`src/rtl/jstk2_pkg.sv`:
```
// rtl/jstk2_pkg.sv - constants, state encoding and tx frame builder for the JSTK2 responder
package jstk2_pkg;

  localparam logic [7:0] CMD_SET_LED      = 8'h84;
  localparam int         PACKET_BYTES_DEF = 5;
  localparam int         FRAME_BITS       = 40;
  localparam int         POS_BITS         = 10;
  localparam int         BTN_BITS         = 2;

  typedef enum logic [1:0] {
    ST_IDLE  = 2'd0,
    ST_SHIFT = 2'd1,
    ST_DONE  = 2'd2
  } state_t;

  // Each 10-bit position is sent low byte first, then its two MSBs right-aligned.
  function automatic logic [FRAME_BITS-1:0] build_frame(
    input logic [POS_BITS-1:0] x,
    input logic [POS_BITS-1:0] y,
    input logic [BTN_BITS-1:0] b
  );
    build_frame = {x[7:0], 6'b0, x[9:8], y[7:0], 6'b0, y[9:8], 6'b0, b};
  endfunction

endpackage

```
`src/rtl/spi_sync_edge.sv`:
```
// rtl/spi_sync_edge.sv - multi-flop synchronizer with rise/fall detect in the clk domain
module spi_sync_edge #(
  parameter int   STAGES    = 2,
  parameter logic RESET_VAL = 1'b0
) (
  input  logic clk,
  input  logic rst,
  input  logic i_d,
  output logic o_level,
  output logic o_rise,
  output logic o_fall
);

  logic [STAGES-1:0] r_sync;
  logic              r_prev;

  always_ff @(posedge clk or posedge rst) begin
    if (rst) begin
      r_sync <= {STAGES{RESET_VAL}};
      r_prev <= RESET_VAL;
    end else begin
      r_sync[0] <= i_d;
      for (int i = 1; i < STAGES; i++) r_sync[i] <= r_sync[i-1];
      r_prev <= r_sync[STAGES-1];
    end
  end

  // Edges are combinational so the consumer can react in the same cycle the level settles.
  assign o_level = r_sync[STAGES-1];
  assign o_rise  = r_sync[STAGES-1] & ~r_prev;
  assign o_fall  = ~r_sync[STAGES-1] & r_prev;

endmodule

```
`src/rtl/jstk2_responder.sv`:
```
// rtl/jstk2_responder.sv - SPI mode-0 JSTK2 joystick emulator: returns position frame, captures set-LED command
module jstk2_responder
  import jstk2_pkg::*;
#(
  parameter int SYNC_STAGES  = 2,
  parameter int PACKET_BYTES = PACKET_BYTES_DEF
) (
  input  logic        clk,
  input  logic        rst,
  input  logic        sck,
  input  logic        cs_n,
  input  logic        mosi,
  output logic        miso,
  input  logic [9:0]  x_pos,
  input  logic [9:0]  y_pos,
  input  logic [1:0]  buttons,
  output logic [7:0]  rx_byte,
  output logic [2:0]  rx_index,
  output logic        rx_valid,
  output logic [23:0] led_rgb,
  output logic        led_update,
  output logic        busy,
  output logic        frame_abort
);

  localparam logic [2:0] PKT  = 3'(PACKET_BYTES);
  localparam logic [2:0] LAST = 3'(PACKET_BYTES - 1);

  logic w_sck_level, w_sck_rise, w_sck_fall;
  logic w_cs_level, w_cs_rise, w_cs_fall;
  logic w_mosi, w_mosi_rise, w_mosi_fall;
  logic w_unused;

  spi_sync_edge #(.STAGES(SYNC_STAGES), .RESET_VAL(1'b0)) u_sync_sck (
    .clk(clk), .rst(rst), .i_d(sck),
    .o_level(w_sck_level), .o_rise(w_sck_rise), .o_fall(w_sck_fall)
  );

  spi_sync_edge #(.STAGES(SYNC_STAGES), .RESET_VAL(1'b1)) u_sync_cs (
    .clk(clk), .rst(rst), .i_d(cs_n),
    .o_level(w_cs_level), .o_rise(w_cs_rise), .o_fall(w_cs_fall)
  );

  spi_sync_edge #(.STAGES(SYNC_STAGES), .RESET_VAL(1'b0)) u_sync_mosi (
    .clk(clk), .rst(rst), .i_d(mosi),
    .o_level(w_mosi), .o_rise(w_mosi_rise), .o_fall(w_mosi_fall)
  );

  assign w_unused = ^{w_sck_level, w_cs_level, w_mosi_rise, w_mosi_fall};

  state_t                r_state;
  logic [FRAME_BITS-2:0] r_tx;
  logic [6:0]            r_rx_sr;
  logic [2:0]            r_bit_cnt;
  logic [2:0]            r_byte_cnt;
  logic                  r_cmd;
  logic [7:0]            r_led_r;
  logic [7:0]            r_led_g;
  logic                  r_led_go;

  logic [FRAME_BITS-1:0] w_frame;
  logic [7:0]            w_rx_next;

  assign w_frame   = build_frame(x_pos, y_pos, buttons);
  assign w_rx_next = {r_rx_sr, w_mosi};

  always_ff @(posedge clk or posedge rst) begin
    if (rst) begin
      r_state     <= ST_IDLE;
      r_tx        <= '0;
      r_rx_sr     <= '0;
      r_bit_cnt   <= '0;
      r_byte_cnt  <= '0;
      r_cmd       <= 1'b0;
      r_led_r     <= '0;
      r_led_g     <= '0;
      r_led_go    <= 1'b0;
      miso        <= 1'b0;
      rx_byte     <= '0;
      rx_index    <= '0;
      rx_valid    <= 1'b0;
      led_rgb     <= '0;
      led_update  <= 1'b0;
      busy        <= 1'b0;
      frame_abort <= 1'b0;
    end else begin
      rx_valid    <= 1'b0;
      led_update  <= 1'b0;
      frame_abort <= 1'b0;
      r_led_go    <= 1'b0;

      // Byte 3 of a set-LED frame is already in rx_byte by the time this fires.
      if (r_led_go) begin
        led_rgb    <= {r_led_r, r_led_g, rx_byte};
        led_update <= 1'b1;
      end

      if (w_cs_rise) begin
        frame_abort <= (r_state != ST_IDLE) && (r_bit_cnt != 3'd0);
        r_state     <= ST_IDLE;
        busy        <= 1'b0;
        miso        <= 1'b0;
        r_bit_cnt   <= '0;
        r_byte_cnt  <= '0;
        r_cmd       <= 1'b0;
      end else if (w_cs_fall && r_state == ST_IDLE) begin
        r_state    <= ST_SHIFT;
        busy       <= 1'b1;
        r_tx       <= w_frame[FRAME_BITS-2:0];
        miso       <= w_frame[FRAME_BITS-1];
        r_bit_cnt  <= '0;
        r_byte_cnt <= '0;
        r_cmd      <= 1'b0;
      end else if (r_state != ST_IDLE) begin
        if (w_sck_rise) begin
          r_rx_sr   <= w_rx_next[6:0];
          r_bit_cnt <= r_bit_cnt + 3'd1;
          if (r_bit_cnt == 3'd7 && r_byte_cnt < PKT) begin
            rx_byte    <= w_rx_next;
            rx_index   <= r_byte_cnt;
            rx_valid   <= 1'b1;
            r_byte_cnt <= r_byte_cnt + 3'd1;
            case (r_byte_cnt)
              3'd0:    r_cmd    <= (w_rx_next == CMD_SET_LED);
              3'd1:    r_led_r  <= w_rx_next;
              3'd2:    r_led_g  <= w_rx_next;
              3'd3:    r_led_go <= r_cmd;
              default: ;
            endcase
            if (r_byte_cnt == LAST) r_state <= ST_DONE;
          end
        end else if (w_sck_fall) begin
          // Byte counter already points at the byte being started; past the frame, send zeros.
          miso <= (r_byte_cnt < PKT) ? r_tx[FRAME_BITS-2] : 1'b0;
          r_tx <= {r_tx[FRAME_BITS-3:0], 1'b0};
        end
      end
    end
  end

endmodule

```
`config.mk`:
```
export PLATFORM = sky130hd
export DESIGN_NAME = jstk2_responder
export DESIGN_NICKNAME = d
export VERILOG_FILES = /design/src/rtl/jstk2_pkg.sv /design/src/rtl/spi_sync_edge.sv /design/src/rtl/jstk2_responder.sv
export SDC_FILE = /design/constraint.sdc
export NUM_CORES = 1
export LEC_CHECK = 0
export BUFFER_PORTS_ARGS = -buffer_cell sky130_fd_sc_hd__buf_2
export CORE_UTILIZATION = 50
export DETAILED_ROUTE_END_ITERATION = 8
export PLACE_DENSITY = 0.71
export SYNTH_ARGS = -nofsm -noshare
export SYNTH_HDL_FRONTEND = slang
export SYNTH_HIERARCHICAL = 1
export SYNTH_SLANG_ARGS = --single-unit
```
`constraint.sdc`:
```
create_clock -name clk -period 9.5 [get_ports clk]
set_clock_uncertainty 0.2 [all_clocks]
set_input_delay 0.475 -clock clk [delete_from_list [all_inputs] [get_ports clk]]
set_output_delay 0.475 -clock clk [all_outputs]
set_load 0.005 [all_outputs]
```
Word-level counts from Yosys, hierarchy flattened
Cells that the tools add are included.

Flip-flop bits (word level): 120. Logic and storage cells: 115. Input bits: 27. Output and inout bits: 40.

Add/sub/neg operators: 2. Multiplexer cells: 46. Equal/unequal tests: 8. $lt $le $gt $ge: 1. Reductions and logical operators: 26. Bitwise logic cells: 10.

Operators with widths (number): 2-to-1 mux 39 bit (4); 2-to-1 mux 1 bit (27); 2-to-1 mux 3 bit (9); nonzero test 3 bit (7); AND reduction 4 bit (4); 2-to-1 mux 2 bit (6); AND reduction 6 bit (2); == test 8 bit, second input constant (1); nonzero test 2 bit (4); adder 3 x 1 -> 3 bit, second input constant (2); == test 3 x 2 -> 1 bit, second input constant (2); == test 3 bit, second input constant (2); NOT 1 bit (6); AND reduction 3 bit (2); AND reduction 5 bit (1); bitwise AND 1 bit (4); == test 3 x 1 -> 1 bit, second input constant (1); logical AND 1 bit (3); logical NOT 3 bit (1); < comparator 3 bit, second input constant (1); != test 3 x 2 -> 1 bit, second input constant (1); logical NOT 2 bit (1); != test 2 bit, second input constant (1); AND reduction 2 bit (1).

Depth between registers and ports, before layout
Gate-level depths: netlist of run 1.

Depth in word-level cells: 7. Gate-level depth with buffers: 7. Depth with buffers taken out: 6.

Hierarchy
The synthesis of run 1 kept the hierarchy.

Modules (own cells, without submodules): jstk2_responder (sequential area each 2802.7 um2, area each 4620.7 um2, times used 1, cells an instance 313); spi_sync_edge at u_sync_mosi ... (sequential area each 75.1 um2, area each 93.8 um2, times used 2, cells an instance 6); spi_sync_edge at u_sync_cs (sequential area each 78.8 um2, area each 97.6 um2, times used 1, cells an instance 6).

Worst setup path after synthesis of run 1
Ideal clock, no wire load.

Path type: register to register. From: reg u_sync_cs.r_prev. To: reg r_tx[22]. Stages on the path, launching flop included: 7. Clock period less this slack: 2.105 ns. Data required time: 9.175 ns. Arrival time: 1.780 ns. Setup time: 0.125 ns. Path buffers: 2. Setup slack: 7.395 ns. Cell sequence: dfstp_2 > and2b_2 > and2_2 > clkbuf_1 > buf_2 > mux2_2 > mux2_2.

Cells in the longest elaborated chain, start to end: 4. Elaborated cells on any way between the ends: 10. Classes of those cells: eq/ne: 1; mux: 1; bitwise: 4; reduce/logical: 4.

Ends and longest elaborated chain: from (decl) (RTL line spi_sync_edge.sv:15) `logic r_prev;`; from (signal assigned) (RTL line spi_sync_edge.sv:24) `r_prev <= r_sync[STAGES-1];`; bitwise AND 1 bit * (RTL line spi_sync_edge.sv:31) `assign o_fall = ~r_sync[STAGES-1] & r_prev;`; named net w_cs_fall (RTL line jstk2_responder.sv:30) `logic w_cs_level, w_cs_rise, w_cs_fall;`; logical AND 1 bit * (RTL line jstk2_responder.sv:106) `end else if (w_cs_fall && r_state == ST_IDLE) begin`; != test 2 bit (no source line) or nonzero test 2 bit (tied branches); AND reduction 4 bit (no source line); to (signal assigned) (RTL line jstk2_responder.sv:109) `r_tx <= w_frame[FRAME_BITS-2:0];`; to (signal assigned) (RTL line jstk2_responder.sv:135) `r_tx <= {r_tx[FRAME_BITS-3:0], 1'b0};`; to (decl) (RTL line jstk2_responder.sv:52) `logic [FRAME_BITS-2:0] r_tx;`.

The timed path passes the listed nets; every way through them passes the cells marked *. A chain may end at the register's enable or synchronous reset.

Final worst setup path of run 1
From: reg u_sync_sck.r_sync[1]. To: reg r_tx[20].

Elaborated cells on any way between the ends: 6. Classes of those cells: eq/ne: 1; bitwise: 3; reduce/logical: 2.

RTL lines: from (decl) (RTL line spi_sync_edge.sv:14) `logic [STAGES-1:0] r_sync;`; from (signal assigned) (RTL line spi_sync_edge.sv:19) `r_sync <= {STAGES{RESET_VAL}};`; bitwise AND 1 bit (RTL line spi_sync_edge.sv:30) `assign o_rise = r_sync[STAGES-1] & ~r_prev;`; named net w_sck_rise (RTL line jstk2_responder.sv:29) `logic w_sck_level, w_sck_rise, w_sck_fall;`; != test 2 bit (no source line); AND reduction 4 bit (no source line).

The timed path passes the listed nets, and every way through them passes these cells.

==> run_results.csv, run 1 <==
group,metric,value,unit
die,num_rows,35,
timing,finalCritPeriodShare,27.9,%
timing,relSlewSlack,26.1,%
timing,setup_ws,6.85,ns
die,die_area,0.0101,sq mm
placed_design,port_buffers,66,
timing,finalSetupViolCount,0,
finish,regArea,0.00301,sq mm
clocking,holdBufCountCts,4,
min_path,hold_path_class,"primary input to flip-flop",
timing,final.setup.tns,0,ns
grt,grt_max_degree,76,
die,fp.dieH,101,um
synthesis,syn-num-nets,363,
routing,drt_iter0_drc,45,
timing,timing.fmax,377,MHz
die,ioPinCount,67,
synthesis,ys_warn_count,6,
clocking,cts.sinks,120,
synthesis,syn_inst,328,
finish,n_fill_cell,708,
timing,worst_pin_slew,1.11,ns
setup_path,crit_path_end_kind,"flip-flop",
routing,wirelength,8700,um
pwr,total_power,1350,uW
setup_path,path_max_fanout,20,
setup_path,critPathLaunchType,"flip-flop",
setup_path,worstPathArrival,2.84,ns
die,core_area,0.00933,sq mm
clocking,cts_tree,"done",
clocking,clockBufferDepth,2,
die,initial_utilization,52.2,%
timing,rsz0062_at_grt,"no",
placed_design,pre_cts_ws,6.83,ns
status,status,"finished clean",
finish,syn_to_final_growth,21.3,%
placed_design,dp.final_hpwl,5560,um
placed_design,routabilityCongestion,0.760,
clocking,ctsResizeCount,0,
routing,firstDrtPassIters,4,
synthesis,netlist_area,0.00487,sq mm
setup_path,worst_ep_required_time,9.69,ns
pwr,vdd_drop_max,0.000213,V
pwr,leakage,0.00304,uW
grt,grt_pass1_vias,2970,
flow_run,maxCapViolCount,0,
die,die_x,101,um
setup_path,critPathKind,"flip-flop to flip-flop",
timing,slew_viol_final,0,
clocking,clk_pin_slew_worst_paths,0.06,ns
synthesis,syn_avg_cell_area,14.8,sq um
clocking,h-tree-depth,4,
routing,avgViaCountPerCell,5.19,
placed_design,place_area,0.00528,sq mm
routing,wire_per_inst,16.0,um
routing,ant_nets,0,
timing,finalHoldViolCount,0,
clocking,root_buffer,"clkbuf_8",
clocking,cts_setup_buffers,0,
grt,antenna_found_initial,0,
grt,overflow,0,
finish,layout-drive-gt1-share,54.5,%
finish,fin_area,0.00590,sq mm
grt,grt_pass1_wl,14800,um
grt,groute.usage.overall,19.5,%
timing,hold_ws,0.0348,ns
timing,period_minus_slack,2.65,ns
routing,drc,0,
finish,multiInputGateArea,0.00173,sq mm
pwr,p_per_area,228,mW/mm^2
routing,routed-via-count,2826,
finish,fin_nets,437,
clocking,clk_latency,0.51,ns
finish,diodes,0,
clocking,cts_made_buffers,17,
==> final timing paths <==
| path | cells after the start | start | to | slack [ns] |
|---|---|---|---|---|
| max in group asynchronous | 4 | rst | r_tx[17]$_DFFE_PP0P_ | 7.44 |
| min in group asynchronous | 3 | rst | u_sync_mosi/r_sync[0]$_DFF_PP0_ | 0.21 |
| hold / removal | 2 | buttons[0] | r_tx[0]$_DFFE_PP0P_ | 0.03 |
| setup reg to reg | 4 | u_sync_sck/r_sync[1]$_DFF_PP0_ | r_tx[20]$_DFFE_PP0P_ | 6.85 |
| setup / recovery | 4 | u_sync_sck/r_sync[1]$_DFF_PP0_ | r_tx[20]$_DFFE_PP0P_ | 6.85 |
| hold reg to reg | 0 | u_sync_cs/r_sync[0]$_DFF_PP1_ | u_sync_cs/r_sync[1]$_DFF_PP1_ | 0.15 |
==> per-stage QoR <==
stage / std cells / utilization (%)
floorplan: 328 / -
global placement: 508 / 56.6
detailed placement: 508 / 56.6
CTS: 544 / 63.3
global route: 544 / 63.3
finish: 544 / 63.3
==> per-layer routing <==
layer	vias to the layer above	share of wire [%]	global-route usage (%)
met5	-	0	0
met1	1426	45	25.3
li1	1315	-	-
met2	73	49	30.6
met4	0	1.6	8.36
met3	12	4.4	5.69
==> cell usage in the layout (no fill, tap or decap), drive strengths merged <==
master and instances:
and2b 2, nor2 16, o211a 1, bufinv 2, nor4 1, clkinv 6, a21oi 5, buf 67
mux2i 3, a22o 18, a211oi 1, a32o 1, nor4bb 1, ha 8, dfstp 3, nor3 3
o211ai 1, inv 16, dlygate4sd3 4, or3b 2, dfrtp 117, nor2b 3, and3 1, and2 3
nand2 4, mux2 97, o21ai 3, clkbuf 17, xnor2 2, a221oi 1, a31oi 1, nand4 1
clkinvlp 2, a21o 1, or3 1
==> critical path: stages (launching register included) <==
cell     delay, ns
dfrtp_1       0.39
nor2b_1       0.18
or3b_1        0.48
a21oi_2       0.86
mux2_2        0.42
==> area by class of cell <==
class / instances / area share [%]
Tap cell: 129 / 2.73
Inverter: 11 / 0.742
Clock inverter: 15 / 2.86
Multi-Input combinational cell: 181 / 29.3
Clock buffer: 17 / 7.02
Timing Repair Buffer: 71 / 6.40
Sequential cell: 120 / 50.9
==> registers in the layout (all words and copies together), names as in the netlist, 7 cells and up <==
name / cells
r_led_g: 8
r_tx: 39
led_rgb: 24
rx_byte: 8
r_led_r: 8
r_rx_sr: 7
==> report_power, final <==
group | internal, uW | switching (uW) | total, uW
Sequential | 564 | 38.7 | 602
Clock | 379 | 244 | 623
Combinational | 73.0 | 46.9 | 120
Total | 1020 | 330 | 1350
Note: power is estimated with default switching activity, not from simulation.
==> run 2, diff against run 1 <==
- clock period: 9.5 -> 2.6 ns (I/O delays scaled with it)
==> run_results.csv, run 2 (same netlist as run 1, synthesis figures left out) <==
group,metric,value,unit
die,core_area,0.00933,sq mm
clocking,cts.sinks,120,
timing,finalSetupViolCount,0,
timing,rsz0062_at_grt,"no",
timing,worst_pin_slew,0.779,ns
finish,layout-drive-gt1-share,52.0,%
clocking,cts_setup_buffers,0,
timing,finalHoldViolCount,0,
setup_path,path_max_fanout,8,
finish,top_regs,"r_tx (39), led_rgb (24)",
clocking,clk_pin_slew_worst_paths,0.06,ns
setup_path,critPathMostFrequentCell,"ha_1",
grt,overflow,0,
finish,diodes,0,
timing,hold_ws,0.0653,ns
routing,ant_nets,0,
min_path,min-delay-start,"sck",
finish,layout_common_cells,"117 x dfrtp_1, 97 x mux2_2, 66 x buf_2",
clocking,cts_made_buffers,17,
timing,slew_viol_final,0,
setup_path,crit_family,"simple AND/OR/NAND/NOR gates",
placed_design,dp.final_hpwl,5550,um
clocking,root_buffer,"clkbuf_8",
clocking,cts_tree,"done",
die,ioPinCount,67,
grt,grt_pass1_wl,15400,um
setup_path,worst_ep_required_time,2.79,ns
timing,timing.fmax,438,MHz
timing,final.setup.tns,0,ns
setup_path,cp_cell_sequence,"ha_1 > ha_1 > o211ai_1 > nor3_1 > and2_1 > mux2_2",
placed_design,port_buffers,66,
die,num_rows,35,
routing,firstDrtPassIters,5,
setup_path,crit_slowest_cell,"and2_1",
setup_path,cp_num_cells,6,
finish,n_fill_cell,684,
placed_design,placed_cells,515,
setup_path,critPathKind,"flip-flop to flip-flop",
finish,fin_util,66.3,%
grt,grt_max_degree,64,
clocking,clockBufferDepth,2,
clocking,clk_latency,0.51,ns
finish,fin_cells,573,
routing,wire_per_inst,15.6,um
min_path,hold_depth,2,
grt,antenna_found_initial,0,
pwr,vdd_drop_max,0.000513,V
placed_design,place_area,0.00533,sq mm
finish,largest_reg_flops,39,
routing,avgViaCountPerCell,5.12,
finish,final_common_cell,"dfrtp_1",
timing,relSlewSlack,48.0,%
finish,fin_nets,467,
die,die_area,0.0101,sq mm
finish,largest_register,"r_tx",
setup_path,rr_worst_depth,6,
setup_path,crit_path_end_kind,"flip-flop",
min_path,hold_path_class,"primary input to flip-flop",
flow_run,maxCapViolCount,0,
clocking,h-tree-depth,4,
status,status,"finished clean",
routing,drt_iter0_drc,87,
pwr,leakage,0.00317,uW
die,die_x,101,um
setup_path,max_stage_delay,0.42,ns
placed_design,routabilityCongestion,0.777,
setup_path,path_buf_inv,0,
die,initial_utilization,52.2,%
grt,grt_pass1_vias,3213,
finish,syn_to_final_growth,27.1,%
routing,routed-via-count,2932,
die,fp.dieH,101,um
routing,wirelength,8930,um
setup_path,cp-startpoint,"r_bit_cnt[1]$_DFFE_PP0P_",
grt,groute.usage.overall,20.0,%
setup_path,critPathLaunchType,"flip-flop",
setup_path,r2r_start,"r_bit_cnt[1]$_DFFE_PP0P_",
pwr,p_per_area,796,mW/mm^2
routing,drc,0,
timing,period_minus_slack,2.28,ns
finish,fin_area,0.00618,sq mm
setup_path,worstPathArrival,2.47,ns
timing,finalCritPeriodShare,87.8,%
run 2: path summary, 6_finish.rpt:
path | end | slack, ns
setup / recovery | r_led_r[2]$_DFFE_PP0P_ | 0.32
min in group asynchronous | u_sync_cs/r_sync[0]$_DFF_PP1_ | 0.08
hold / removal | u_sync_sck/r_sync[0]$_DFF_PP0_ | 0.07
setup reg to reg | r_led_r[2]$_DFFE_PP0P_ | 0.32
max in group asynchronous | led_rgb[6]$_DFFE_PP0P_ | 1.42
hold reg to reg | u_sync_mosi/r_sync[1]$_DFF_PP0_ | 0.14
run 2: timing repair:
item,in CTS,in global routing
hold endpoints to repair,145,0
hold buffers,27,0
gates resized for setup,0,0
endpoints found under the setup margin,0,0
run 2: per-stage QoR:
| step | power, uW | setup WS, ns |
|---|---|---|
| after global routing | 5120 | 0.136 |
| after floorplan | 2550 | 0.495 |
| after detailed placement | 2680 | 0.353 |
| after global placement | 2650 | 0.439 |
| after CTS | 4960 | 0.306 |
| final | 4920 | 0.318 |
run 2: metal layers:
| layer | global-route usage (%) | routed length [um] | vias up |
|---|---|---|---|
| met2 | 34.0 | 4470 | 71 |
| met5 | 0 | 0 | - |
| li1 | - | - | 1370 |
| met3 | 5.96 | 431 | 8 |
| met1 | 24.1 | 3960 | 1483 |
| met4 | 7.36 | 70 | 0 |
run 2: final cells by class:
type	count	area, sq um	share of cell area (%)
tap	129	161	2.61
clock inverter	10	119	1.92
sequential	120	3010	48.6
inverter	11	45.0	0.729
multi-input combinational	181	1730	28.0
clock buffer	21	459	7.43
timing repair buffer	101	661	10.7
run 2: power breakdown:
| group | switching [uW] | internal [uW] |
|---|---|---|
| Clock | 802 | 1440 |
| Combinational | 181 | 294 |
| Sequential | 145 | 2060 |
| Total | 1130 | 3790 |
==> run 3, diff against run 2 <==
- BUFFER_PORTS_ARGS: -buffer_cell sky130_fd_sc_hd__buf_2 -> default
- DONT_BUFFER_PORTS: default -> 1
- PLACE_DENSITY: 0.71 -> default
- clock period: 2.6 -> 2.2 ns (I/O delays scaled with it)
==> run_results.csv, run 3 (same netlist as run 1, synthesis figures left out) <==
group,metric,value,unit
setup_path,worst_ep_required_time,2.39,ns
clocking,root_buffer,"clkbuf_8",
setup_path,crit_path_end_kind,"flip-flop",
finish,largest_register,"r_tx",
placed_design,port_buffers,0,
routing,drt_iter0_drc,82,
clocking,cts.sinks,120,
clocking,clk_pin_slew_worst_paths,0.06,ns
setup_path,max_stage_delay,0.47,ns
setup_path,path_max_fanout,20,
pwr,total_power,5890,uW
routing,wirelength,8390,um
routing,avgViaCountPerCell,5.17,
setup_path,r2r_start,"u_sync_sck/r_sync[1]$_DFF_PP0_",
setup_path,r2r_slack,0.09,ns
clocking,clockBufferDepth,2,
grt,antenna_found_initial,0,
die,ioPinCount,67,
setup_path,crit_slowest_cell,"or3b_1",
grt,overflow,0,
min_path,holdPathEnd,"u_sync_mosi/r_sync[1]$_DFF_PP0_",
grt,grt_pass1_vias,2841,
pwr,vdd_drop_max,0.000559,V
die,num_rows,35,
timing,worst_pin_slew,0.450,ns
finish,syn_to_final_growth,23.0,%
routing,drc,0,
setup_path,critPathLaunchType,"flip-flop",
timing,hold_ws,0.147,ns
finish,diodes,0,
clocking,h-tree-depth,4,
finish,layout-drive-gt1-share,44.8,%
timing,slew_viol_final,0,
clocking,cts_made_buffers,17,
finish,layout_common_cells,"117 x dfrtp_1, 97 x mux2_2, 31 x dlygate4sd3_1",
setup_path,reg2reg_to,"r_tx[23]$_DFFE_PP0P_",
clocking,cts_tree,"done",
grt,groute.usage.overall,18.7,%
timing,final.setup.tns,0,ns
timing,period_minus_slack,2.11,ns
die,core_area,0.00933,sq mm
routing,routed-via-count,2674,
timing,finalHoldViolCount,0,
clocking,cts_setup_buffers,0,
placed_design,dp.final_hpwl,5310,um
die,die_area,0.0101,sq mm
timing,rsz0062_at_grt,"no",
setup_path,worstPathArrival,2.30,ns
clocking,clk_latency,0.52,ns
min_path,hold_depth,0,
setup_path,critPathKind,"flip-flop to flip-flop",
flow_run,maxCapViolCount,0,
die,fp.dieH,101,um
timing,timing.fmax,474,MHz
routing,firstDrtPassIters,4,
finish,fin_nets,410,
timing,relSlewSlack,69.8,%
placed_design,routabilityCongestion,0.734,
status,status,"finished clean",
timing,finalCritPeriodShare,95.9,%
min_path,min-delay-start,"u_sync_mosi/r_sync[0]$_DFF_PP0_",
pwr,leakage,0.00291,uW
routing,wire_per_inst,16.2,um
setup_path,rr_worst_depth,5,
finish,top_regs,"r_tx (39), led_rgb (24)",
routing,ant_nets,0,
finish,largest_reg_flops,39,
grt,grt_pass1_wl,14000,um
die,die_x,101,um
setup_path,cp_cell_sequence,"nor2b_1 > or3b_1 > a21oi_2 > buf_12 > mux2_2",
finish,final_common_cell,"dfrtp_1",
die,initial_utilization,52.2,%
min_path,hold_path_class,"flip-flop to flip-flop",
pwr,p_per_area,984,mW/mm^2
placed_design,placed_cells,454,
timing,finalSetupViolCount,0,
finish,fin_cells,517,
grt,grt_max_degree,77,
-- run 3: cell types whose count changed in the layout (fill, tap and decap cells not counted), moves of 3 or more --
cell           before  now
buf_2              66    0
dlygate4sd3_1      27   31
buf_12              0    3
clkinv_4            1    4
inv_6               2    5
-- run 3: metal layers --
metal  part of all wire (%)  global-route usage [%]
met1                     46                    23.3
met2                     48                    29.2
met3                    4.4                    6.93
met4                    1.3                    8.36
met5                      0                       0
-- run 3: what timing repair did --
| action | in CTS | in global routing |
|---|---|---|
| endpoints found under the hold margin | 145 | 0 |
| gates resized for setup | 0 | 3 |
| endpoints found under the setup margin | 0 | 42 |
| hold buffers | 31 | 0 |
-- run 3: metrics by stage --
step | setup slack, ns | util [%] | instance area [sq um]
floorplan | 0.0949 | - | 4870
global placement | 0.0906 | 54.4 | 5080
detailed placement | 0.0586 | 54.4 | 5080
CTS | 0.0368 | 64.1 | 5980
global route | 0.00517 | 64.2 | 5990
finish | 0.0893 | 64.2 | 5990
-- run 3: layout make-up --
| class | instances | area [sq um] |
|---|---|---|
| Tap cell | 129 | 161 |
| Multi-Input combinational cell | 181 | 1740 |
| Timing Repair Buffer | 44 | 445 |
| Inverter | 11 | 45.0 |
| Clock inverter | 14 | 163 |
| Clock buffer | 18 | 428 |
| Fill cell | 710 | 3340 |
| Sequential cell | 120 | 3010 |
-- run 3: worst max-delay path, delay by kind of cell (launching register included) --
kind | cells | cell delay (ns)
AO/OA/AOI/OAI | 1 | 0.23
buffers and inverters | 1 | 0.19
flip-flops | 1 | 0.38
multiplexers | 1 | 0.35
AND/OR/NAND/NOR | 2 | 0.64
-- run 3: how the worst max path moves through the flow --
| stage | startpoint | to | slack [ns] | cells past startpoint |
|---|---|---|---|---|
| global placement | u_sync_sck/r_sync[1]$_DFF_PP0_ | r_tx[30]$_DFFE_PP0P_ | 0.09 | 4 |
| finish | u_sync_sck/r_sync[1]$_DFF_PP0_ | r_tx[23]$_DFFE_PP0P_ | 0.09 | 5 |
| floorplan | u_sync_cs/r_prev$_DFF_PP1_ | r_tx[22]$_DFFE_PP0P_ | 0.09 | 6 |
| detailed placement | u_sync_cs/r_prev$_DFF_PP1_ | r_tx[38]$_DFFE_PP0P_ | 0.06 | 4 |
| CTS | r_bit_cnt[1]$_DFFE_PP0P_ | r_led_g[5]$_DFFE_PP0P_ | 0.04 | 7 |
| global route | u_sync_sck/r_sync[1]$_DFF_PP0_ | r_tx[23]$_DFFE_PP0P_ | 0.005 | 5 |
-- run 3: where the power goes --
part	switching (uW)	internal (uW)	leakage, uW
sequential	175	2430	0.00162
clock	1060	1670	0.000289
combinational	204	343	0.00100
